[src/rtl/bilineal_pkg.sv]
// bilineal_pkg
// Shared types and default widths for the bilinear fetch controller.
//   state_t  : fetch sequencer FSM states
//   pix_t    : one 8-bit pixel
//   window_t : the 2x2 neighbourhood returned to the interpolator
package bilineal_pkg;

    localparam int DEF_COORD_W = 8;
    localparam int DEF_ADDR_W  = 12;

    typedef logic [7:0] pix_t;

    typedef enum logic [1:0] {
        ST_IDLE,
        ST_FETCH,
        ST_LAST,
        ST_HOLD
    } state_t;

    typedef struct packed {
        pix_t p00;
        pix_t p01;
        pix_t p10;
        pix_t p11;
    } window_t;

endpackage

[src/rtl/bilineal_addr_gen.sv]
// bilineal_addr_gen
// Combinational edge clamp and RAM address generation for one 2x2 window.
// Ports:
//   x, y        : requested top-left coordinate
//   w, h        : image dimensions (0 behaves as 1)
//   base        : RAM address of pixel (0,0)
//   addr00..11  : addresses of (xc,yc), (x1,yc), (xc,y1), (x1,y1)
//   clamped     : request fell outside the image and was clamped
module bilineal_addr_gen
    import bilineal_pkg::*;
#(
    parameter int ADDR_W  = DEF_ADDR_W,
    parameter int COORD_W = DEF_COORD_W
) (
    input  logic [COORD_W-1:0] x,
    input  logic [COORD_W-1:0] y,
    input  logic [COORD_W-1:0] w,
    input  logic [COORD_W-1:0] h,
    input  logic [ADDR_W-1:0]  base,
    output logic [ADDR_W-1:0]  addr00,
    output logic [ADDR_W-1:0]  addr01,
    output logic [ADDR_W-1:0]  addr10,
    output logic [ADDR_W-1:0]  addr11,
    output logic               clamped
);

    logic [COORD_W-1:0] w_eff, h_eff, x_max, y_max, xc, yc, x1, y1;

    // Arithmetic mod 2^ADDR_W gives the same result as computing at full
    // width and truncating, so addresses wrap naturally.
    function automatic logic [ADDR_W-1:0] pix_addr(
        input logic [ADDR_W-1:0]  b,
        input logic [COORD_W-1:0] row,
        input logic [COORD_W-1:0] col,
        input logic [COORD_W-1:0] width
    );
        return b + ADDR_W'(row) * ADDR_W'(width) + ADDR_W'(col);
    endfunction

    always_comb begin
        w_eff   = (w == '0) ? COORD_W'(1) : w;
        h_eff   = (h == '0) ? COORD_W'(1) : h;
        x_max   = w_eff - COORD_W'(1);
        y_max   = h_eff - COORD_W'(1);
        xc      = (x > x_max) ? x_max : x;
        yc      = (y > y_max) ? y_max : y;
        // The right/bottom neighbour replicates the edge pixel.
        x1      = (xc == x_max) ? xc : xc + COORD_W'(1);
        y1      = (yc == y_max) ? yc : yc + COORD_W'(1);
        clamped = (x > x_max) | (y > y_max);
        addr00  = pix_addr(base, yc, xc, w_eff);
        addr01  = pix_addr(base, yc, x1, w_eff);
        addr10  = pix_addr(base, y1, xc, w_eff);
        addr11  = pix_addr(base, y1, x1, w_eff);
    end

endmodule

[src/rtl/bilineal_fetch_ctrl.sv]
// bilineal_fetch_ctrl
// Read sequencer for the 8-bit pixel RAM (registered read, 1-cycle latency).
// Accepts a coordinate, reads p00, p01, p10, p11 and presents the 2x2 window.
// Ports:
//   clk, rst_n                 : clock, asynchronous active-low reset
//   img_w, img_h, base_addr    : image geometry, sampled at acceptance
//   req_valid/req_ready        : coordinate request handshake (req_x, req_y)
//   mem_raddr, mem_rdata       : RAM read port
//   out_valid/out_ready        : window handshake (out_p00..out_p11, out_clamped)
//   busy                       : sequencer not idle
//   stat_req_cnt/stat_stall_cnt: saturating statistics
// Build option: define FETCH_STATS_EN to implement the statistics counters;
// otherwise both statistics ports read 0.
module bilineal_fetch_ctrl
    import bilineal_pkg::*;
#(
    parameter int ADDR_W  = DEF_ADDR_W,
    parameter int COORD_W = DEF_COORD_W
) (
    input  logic               clk,
    input  logic               rst_n,
    input  logic [COORD_W-1:0] img_w,
    input  logic [COORD_W-1:0] img_h,
    input  logic [ADDR_W-1:0]  base_addr,
    input  logic               req_valid,
    output logic               req_ready,
    input  logic [COORD_W-1:0] req_x,
    input  logic [COORD_W-1:0] req_y,
    output logic [ADDR_W-1:0]  mem_raddr,
    input  logic [7:0]         mem_rdata,
    output logic               out_valid,
    input  logic               out_ready,
    output logic [7:0]         out_p00,
    output logic [7:0]         out_p01,
    output logic [7:0]         out_p10,
    output logic [7:0]         out_p11,
    output logic               out_clamped,
    output logic               busy,
    output logic [15:0]        stat_req_cnt,
    output logic [15:0]        stat_stall_cnt
);

    logic [ADDR_W-1:0] gen_a00, gen_a01, gen_a10, gen_a11;
    logic              gen_clamped;

    bilineal_addr_gen #(
        .ADDR_W  (ADDR_W),
        .COORD_W (COORD_W)
    ) u_addr_gen (
        .x       (req_x),
        .y       (req_y),
        .w       (img_w),
        .h       (img_h),
        .base    (base_addr),
        .addr00  (gen_a00),
        .addr01  (gen_a01),
        .addr10  (gen_a10),
        .addr11  (gen_a11),
        .clamped (gen_clamped)
    );

    state_t                 state_q, state_d;
    logic [1:0]             idx_q, idx_d;
    logic [3:0][ADDR_W-1:0] addr_q, addr_d;
    logic [ADDR_W-1:0]      raddr_q, raddr_d;
    window_t                win_q, win_d;
    logic                   clamped_q, clamped_d;
    logic                   valid_q, valid_d;
    logic                   accept;

    assign accept = (state_q == ST_IDLE) && req_valid;

    // Next-state logic. The read address is registered one step ahead so
    // that it is on the bus during FETCH idx 0..3; data for idx-1 returns
    // one cycle later and is captured into its window slot.
    always_comb begin
        state_d   = state_q;
        idx_d     = idx_q;
        addr_d    = addr_q;
        raddr_d   = '0;
        win_d     = win_q;
        clamped_d = clamped_q;
        valid_d   = valid_q;
        case (state_q)
            ST_IDLE: begin
                if (req_valid) begin
                    addr_d    = {gen_a11, gen_a10, gen_a01, gen_a00};
                    clamped_d = gen_clamped;
                    idx_d     = 2'd0;
                    raddr_d   = gen_a00;
                    state_d   = ST_FETCH;
                end
            end
            ST_FETCH: begin
                case (idx_q)
                    2'd1:    win_d.p00 = mem_rdata;
                    2'd2:    win_d.p01 = mem_rdata;
                    2'd3:    win_d.p10 = mem_rdata;
                    default: ;
                endcase
                if (idx_q == 2'd3) begin
                    state_d = ST_LAST;
                end else begin
                    idx_d   = idx_q + 2'd1;
                    raddr_d = addr_q[idx_q + 2'd1];
                end
            end
            ST_LAST: begin
                win_d.p11 = mem_rdata;
                valid_d   = 1'b1;
                state_d   = ST_HOLD;
            end
            ST_HOLD: begin
                if (out_ready) begin
                    valid_d = 1'b0;
                    state_d = ST_IDLE;
                end
            end
            default: state_d = ST_IDLE;
        endcase
    end

    // Sequencer registers; reset discards any partially fetched window.
    always_ff @(posedge clk or negedge rst_n) begin
        if (!rst_n) begin
            state_q   <= ST_IDLE;
            idx_q     <= 2'd0;
            addr_q    <= '0;
            raddr_q   <= '0;
            win_q     <= '0;
            clamped_q <= 1'b0;
            valid_q   <= 1'b0;
        end else begin
            state_q   <= state_d;
            idx_q     <= idx_d;
            addr_q    <= addr_d;
            raddr_q   <= raddr_d;
            win_q     <= win_d;
            clamped_q <= clamped_d;
            valid_q   <= valid_d;
        end
    end

    assign req_ready   = (state_q == ST_IDLE);
    assign busy        = (state_q != ST_IDLE);
    assign mem_raddr   = raddr_q;
    assign out_valid   = valid_q;
    assign out_p00     = win_q.p00;
    assign out_p01     = win_q.p01;
    assign out_p10     = win_q.p10;
    assign out_p11     = win_q.p11;
    assign out_clamped = clamped_q;

`ifdef FETCH_STATS_EN
    logic [15:0] req_cnt_q, req_cnt_d, stall_cnt_q, stall_cnt_d;

    // Saturating counters; they clear only on reset.
    always_comb begin
        req_cnt_d   = req_cnt_q;
        stall_cnt_d = stall_cnt_q;
        if (accept && req_cnt_q != 16'hFFFF)
            req_cnt_d = req_cnt_q + 16'd1;
        if (state_q == ST_HOLD && !out_ready && stall_cnt_q != 16'hFFFF)
            stall_cnt_d = stall_cnt_q + 16'd1;
    end

    always_ff @(posedge clk or negedge rst_n) begin
        if (!rst_n) begin
            req_cnt_q   <= '0;
            stall_cnt_q <= '0;
        end else begin
            req_cnt_q   <= req_cnt_d;
            stall_cnt_q <= stall_cnt_d;
        end
    end

    assign stat_req_cnt   = req_cnt_q;
    assign stat_stall_cnt = stall_cnt_q;
`else
    logic unused_accept;
    assign unused_accept  = accept;
    assign stat_req_cnt   = '0;
    assign stat_stall_cnt = '0;
`endif

endmodule
[config.mk]
export PLATFORM = sky130hd
export DESIGN_NAME = bilineal_fetch_ctrl
export DESIGN_NICKNAME = d
export VERILOG_FILES = /design/src/rtl/bilineal_pkg.sv /design/src/rtl/bilineal_addr_gen.sv /design/src/rtl/bilineal_fetch_ctrl.sv
export SDC_FILE = /design/constraint.sdc
export NUM_CORES = 1
export LEC_CHECK = 0
export BUFFER_PORTS_ARGS = -buffer_cell sky130_fd_sc_hd__clkbuf_2
export CAP_MARGIN = 20
export CORE_ASPECT_RATIO = 1.75
export CORE_MARGIN = 1.5
export CORE_UTILIZATION = 55
export CTS_CLUSTER_SIZE = 28
export DETAILED_ROUTE_END_ITERATION = 12
export HOLD_SLACK_MARGIN = 0.02
export PLACE_DENSITY = 0.81
export SLEW_MARGIN = 20
export SYNTH_ARGS = -nofsm -noshare
export SYNTH_HDL_FRONTEND = slang
export SYNTH_HIERARCHICAL = 1
export SYNTH_SLANG_ARGS = --single-unit
[constraint.sdc]
create_clock -name clk -period 5.2 [get_ports clk]
set_input_delay 1.3 -clock clk [delete_from_list [all_inputs] [get_ports clk]]
set_output_delay 1.3 -clock clk [all_outputs]
set_load 0.05 [all_outputs]
[After elaboration in Yosys (flattened, before gate mapping)]
Index checks and enable logic that the tools add are counted.
Widths: inputs -> output; s select.
Word-level totals
  flip-flop bits (word level): 98
  input bits: 56
  logic and storage cells: 75
  output and inout port bits: 80
Cells by class
  bitwise operators: 1
  order comparisons: 3
  multipliers: 2
  reduce and logical (&&, ||, !) cells: 13
  equal/unequal tests: 12
  muxes and demuxes: 20
  add/sub/neg operators: 11
Operators with widths (number)
  $add 12x8->12: 4
  $mux 8: 6
  $mux 12: 3
  $add 12x12->12: 2
  $bmux 12 s2: 1
  $mul 8x8->12: 2
  $pmux 12 s2: 1
  $add 8x1->8 const B: 2
  $eq 8x8->1: 2
  $gt 8x8->1: 2
  $logic_not 8->1: 2
  $sub 8x1->8 const B: 2
  $mux 2: 5
  $reduce_and 2->1: 5
  $eq 2x2->1 const B: 4
  $ne 2x2->1 const B: 4
  $pmux 2 s4: 1
  $reduce_and 3->1: 2
  $reduce_bool 2->1: 3
  $eq 2x1->1 const B: 2
  $pmux 2 s2: 1
  $lt 2x3->1 const B: 1
  $add 2x1->2 const B: 1
  $logic_not 2->1: 1
  3 further kinds: 3

[Logic depth before layout (Yosys ltp)]
  depth after elaboration: 10
  gate-level depth with buffers: 41

[Modules after synthesis]
The synthesis kept the hierarchy.
Modules (own cells, without submodules)
  bilineal_addr_gen: seq. area each 0.0 um2, instances 1, area an instance 6745.2 um2, cells each 850
  bilineal_fetch_ctrl: seq. area each 2452.4 um2, instances 1, area an instance 4471.8 um2, cells each 419

[Least setup slack after synthesis]
Ideal clock, no wire load.
  path kind: input to register
  from: in img_h[4]
  to: reg addr_q[35] (netlist bit)
  required time: 5.083 ns
  buffers on the path: 2
  data arrival time: 9.336 ns
  library setup time: 0.117 ns
  path slack: -4.253 ns
  stages: 37
  cells stage by stage: buf_2 -> nor4_1 -> a31oi_1 -> ha_1 -> nor3b_4 -> xnor2_1 -> ha_1 -> nand4_1 -> nor2_1 -> nor2b_1 -> nor2_1 -> clkbuf_1 -> nand2_1 -> o21ai_1 -> ha_1 -> nand2_1 -> nor4b_4 -> xnor2_1 -> nand2_1 -> fa_1 -> inv_1 -> fa_1 -> inv_1 -> fa_1 -> fa_1 -> inv_1 -> ha_1 -> a21oi_1 -> o21bai_1 -> a21oi_1 -> o21ai_0 -> xnor2_1 -> xnor3_1 -> xnor2_2 -> xor2_1 -> nand2_1 -> nand2_1
Between the ends
  word-level cells in the longest chain between the ends: 10
RTL lines
  start: declaration: RTL line bilineal_fetch_ctrl.sv:23  | input logic [COORD_W-1:0] img_h,
  $logic_not 8->1: RTL line bilineal_addr_gen.sv:42  | h_eff = (h == '0) ? COORD_W'(1) : h;
  $mux 8 (*): RTL line bilineal_addr_gen.sv:42
  $sub 8x1->8 (*): RTL line bilineal_addr_gen.sv:44  | y_max = h_eff - COORD_W'(1);
  $gt 8x8->1: RTL line bilineal_addr_gen.sv:46  | yc = (y > y_max) ? y_max : y;
  $mux 8: RTL line bilineal_addr_gen.sv:46
  $add 8x1->8 or $eq 8x8->1 (tied branches): RTL line bilineal_addr_gen.sv:49  | y1 = (yc == y_max) ? yc : yc + COORD_W'(1);
  $mux 8 (*): RTL line bilineal_addr_gen.sv:49
  $mul 8x8->12 (*): RTL line bilineal_addr_gen.sv:37  | return b + ADDR_W'(row) * ADDR_W'(width) + ADDR_W'(col);
  $add 12x12->12 (*): RTL line bilineal_addr_gen.sv:37
  $add 12x8->12 (*): RTL line bilineal_addr_gen.sv:37
  named net gen_a10[11]: RTL line bilineal_fetch_ctrl.sv:43  | logic [ADDR_W-1:0] gen_a00, gen_a01, gen_a10, gen_a11;
  end signal: assignment: RTL line bilineal_fetch_ctrl.sv:136  | addr_q <= addr_d;
  end: declaration: RTL line bilineal_fetch_ctrl.sv:64  | logic [3:0][ADDR_W-1:0] addr_q, addr_d;
The timed path passes the listed nets; every way through them passes the cells marked *.
A chain may end at the register's enable or synchronous reset.

[Worst setup path in the final report]
  from: in img_h[2]
  to: reg addr_q[35] (netlist bit)
The elaborated chain is that of the path after synthesis.

==> metrics.txt <==
share of post-route cells with drive strength above 1 0.384; synth unique cells 72; Slew Viols, Final 0; CP arrival 8.57 ns; row cnt 69; area grow syn2layout 36.0%; minimum clock period 8.30 ns; met2 usage 0.590; GRT overflow 0; Die H 192 µm; Routability Congestion 0.970; Yosys top cell area share 0.219; xor-xnor portion of the synthesized cell area 0.0853; initial antenna violation count 0; vias in the first global route 10.5k; Final setup viols 55; Synth Register Bits 98; maximum clock insertion buffer count 2; first-pass GRT wire length 50100 µm; CP endpoint kind register; routed vias 10.2k; Total GRT Usage 0.296; clk sinks 98; clk_lat worst skew 0.34 ns; die extent in x 111 µm; Synth area leader dfrtp_1; detailed-route DRC error count 0; Synth Flop Type dfrtp_1; Starting DRT DRC Count 497; Routed Antenna Nets 0; Final Hold Viols 0; mapped cell area 11200 µm²; Port Buffers 103; drt total wl 34600 µm; startpoint type of the worst setup path input pin; FF-to-FF setup slack 2.96 ns; clock-pin transition on the worst setup and hold timing paths 0.07 ns; worst setup margin -3.10 ns; Worst Path Class, Setup in -> reg; top cells by area, synth dfrtp_1 (22%), fa_1 (15%), ha_1 (12%), nand2_1 (8.0%), xnor2_1 (5.9%); failing checks negative setup slack; vias per std cell 5.55; GR peak layer met2; DP HPWL 24700 µm; crit-path max FO 4; fraction of registers with async set/reset 1.00; pin count of the biggest net entering global routing 65; met1 GRT Util 0.274; clk_skew 0.00908 ns; Final nets 1837; maximum capacitance violations 0; Max Freq 0.121 GHz; register area share after synthesis 0.219; Hold WS 0.473 ns; initial cell density of the core 0.558; Compound-Gate Fraction of Synth Area 0.0922; largest family of logic cells by synthesized area adder cells; unrepaired setup endpoints after global routing true; n_diodes 0; CTS root buffer clkbuf_16; Avg Inst Size Synth 8.84 µm²; First-pass DRT Iterations 4; post-synthesis mux area share 0.0646; CP most frequent cell fa_1; worst-margin pin slew 1.07 ns; CP max stage cell or4_4; CORE AREA 20100 µm²; CP max stage delay 0.53 ns; outcome finished, violations left; Slew HR 0.286; Synth Area in Simple Gates 0.165; CTS tree yes; WL/cell 18.8 µm; total CTS buffers 9; Synth Area in Adders 0.274; met3 usage 0.0196; most frequent cells in the layout nand2_1 (226), buf_4 (226), inv_1 (152); final worst path period share 1.60; Post-synth EDFFs 0; Die ar. 21300 µm²; Synthesis Warnings 6; pre-CTS WS -3.52 ns; # IOs 136; Mapped Cells 1269; hold crit path type reg -> reg; Data required, critical path 5.47 ns; Fill cells 1299; # H-tree levels 3
layout make-up:
cell class	count	area, µm²	share of cell area
multi-input combinational	956	9040	0.592
timing repair buffer	349	2480	0.162
sequential	98	2450	0.161
inverter	173	652	0.0427
tap	248	310	0.0203
clock buffer	10	229	0.0150
clock inverter	6	97.6	0.00640
kinds of logic after synthesis:
group | after synthesis
buffers and inverters | 246
XOR/XNOR | 106
multiplexers | 63
other | 1
AO/OA/AOI/OAI | 159
flip-flops | 98
AND/OR/NAND/NOR | 402
adder cells (fa/ha/maj) | 194
worst paths after layout:
| kind | end | from | cells after the start |
|---|---|---|---|
| max | addr_q[35] | img_h[2] | 35 |
| min | addr_q[37] | addr_q[37] | 2 |
| max reg2reg | mem_raddr[7] | idx_q[0] | 5 |
| min reg2reg | addr_q[37] | addr_q[37] | 2 |
| max in group asynchronous | out_p01[0] | rst_n | 2 |
| min in group asynchronous | addr_q[25] | rst_n | 1 |
worst max-delay path: cells and delay by family:
family                     cells  cell delay (ns)
AOI/OAI and AO/OA              6             0.86
xor gates and xnor gates       5             1.09
adders and majority gates      7             2.64
buffers and inverters          7             0.59
and+or+nand+nor               10             2.07
metal layers:
metal	part of all wire	routed length (µm)
met5	0	0
met1	0.32	11000
met2	0.54	18600
met4	0.10	3510
met3	0.040	1380
sequential cells by signal, indices dropped and copies added, names as in the netlist:
name         flops
out_valid        1
out_p11          8
addr_q          48
mem_raddr       12
out_p00          8
out_p01          8
out_p10          8
out_clamped      1
idx_q            2
state_q          2
metrics by stage:
stage	utilization	cell area, µm²	setup TNS [ns]	std cells
CTS	0.720	14500	-112.86	1818
floorplan	-	11800	-122.35	1300
detailed placement	0.681	13700	-145.45	1790
global placement	0.681	13700	-138.27	1790
global route	0.758	15300	-130.50	1840
finish	0.758	15300	-118.14	1840
Yosys cell counts, drive strengths merged (2+ instances only):
cell	n
nand2	240
o21a	4
o211ai	2
clkbuf	25
o31ai	2
a31oi	3
mux2i	6
a21oi	55
nand3	10
buf	48
fa	86
o21ai	18
inv	173
ha	108
a211oi	2
nor4b	2
nor3b	2
o21bai	24
or4	9
a22oi	12
a21o	18
nor2	40
and3	4
nand4	6
or3	3
a21boi	2
nor4	3
nor3	5
nor2b	19
nand2b	6
or2	5
xor2	28
a211o	2
and2	43
mux2	57
dfrtp	98
xnor2	77
timing repair:
action                                  4_1_cts  5_1_grt
pin swaps                                    70       95
hold buffers                                  0        0
gates cloned                                  0        0
buffers inserted                             12       23
endpoints found under the setup margin       55       57
resized for setup                            73      104
Power is left out: the tool's default activity adds up to more than one toggle a clock period on the data nets, which glitch-free logic cannot reach.
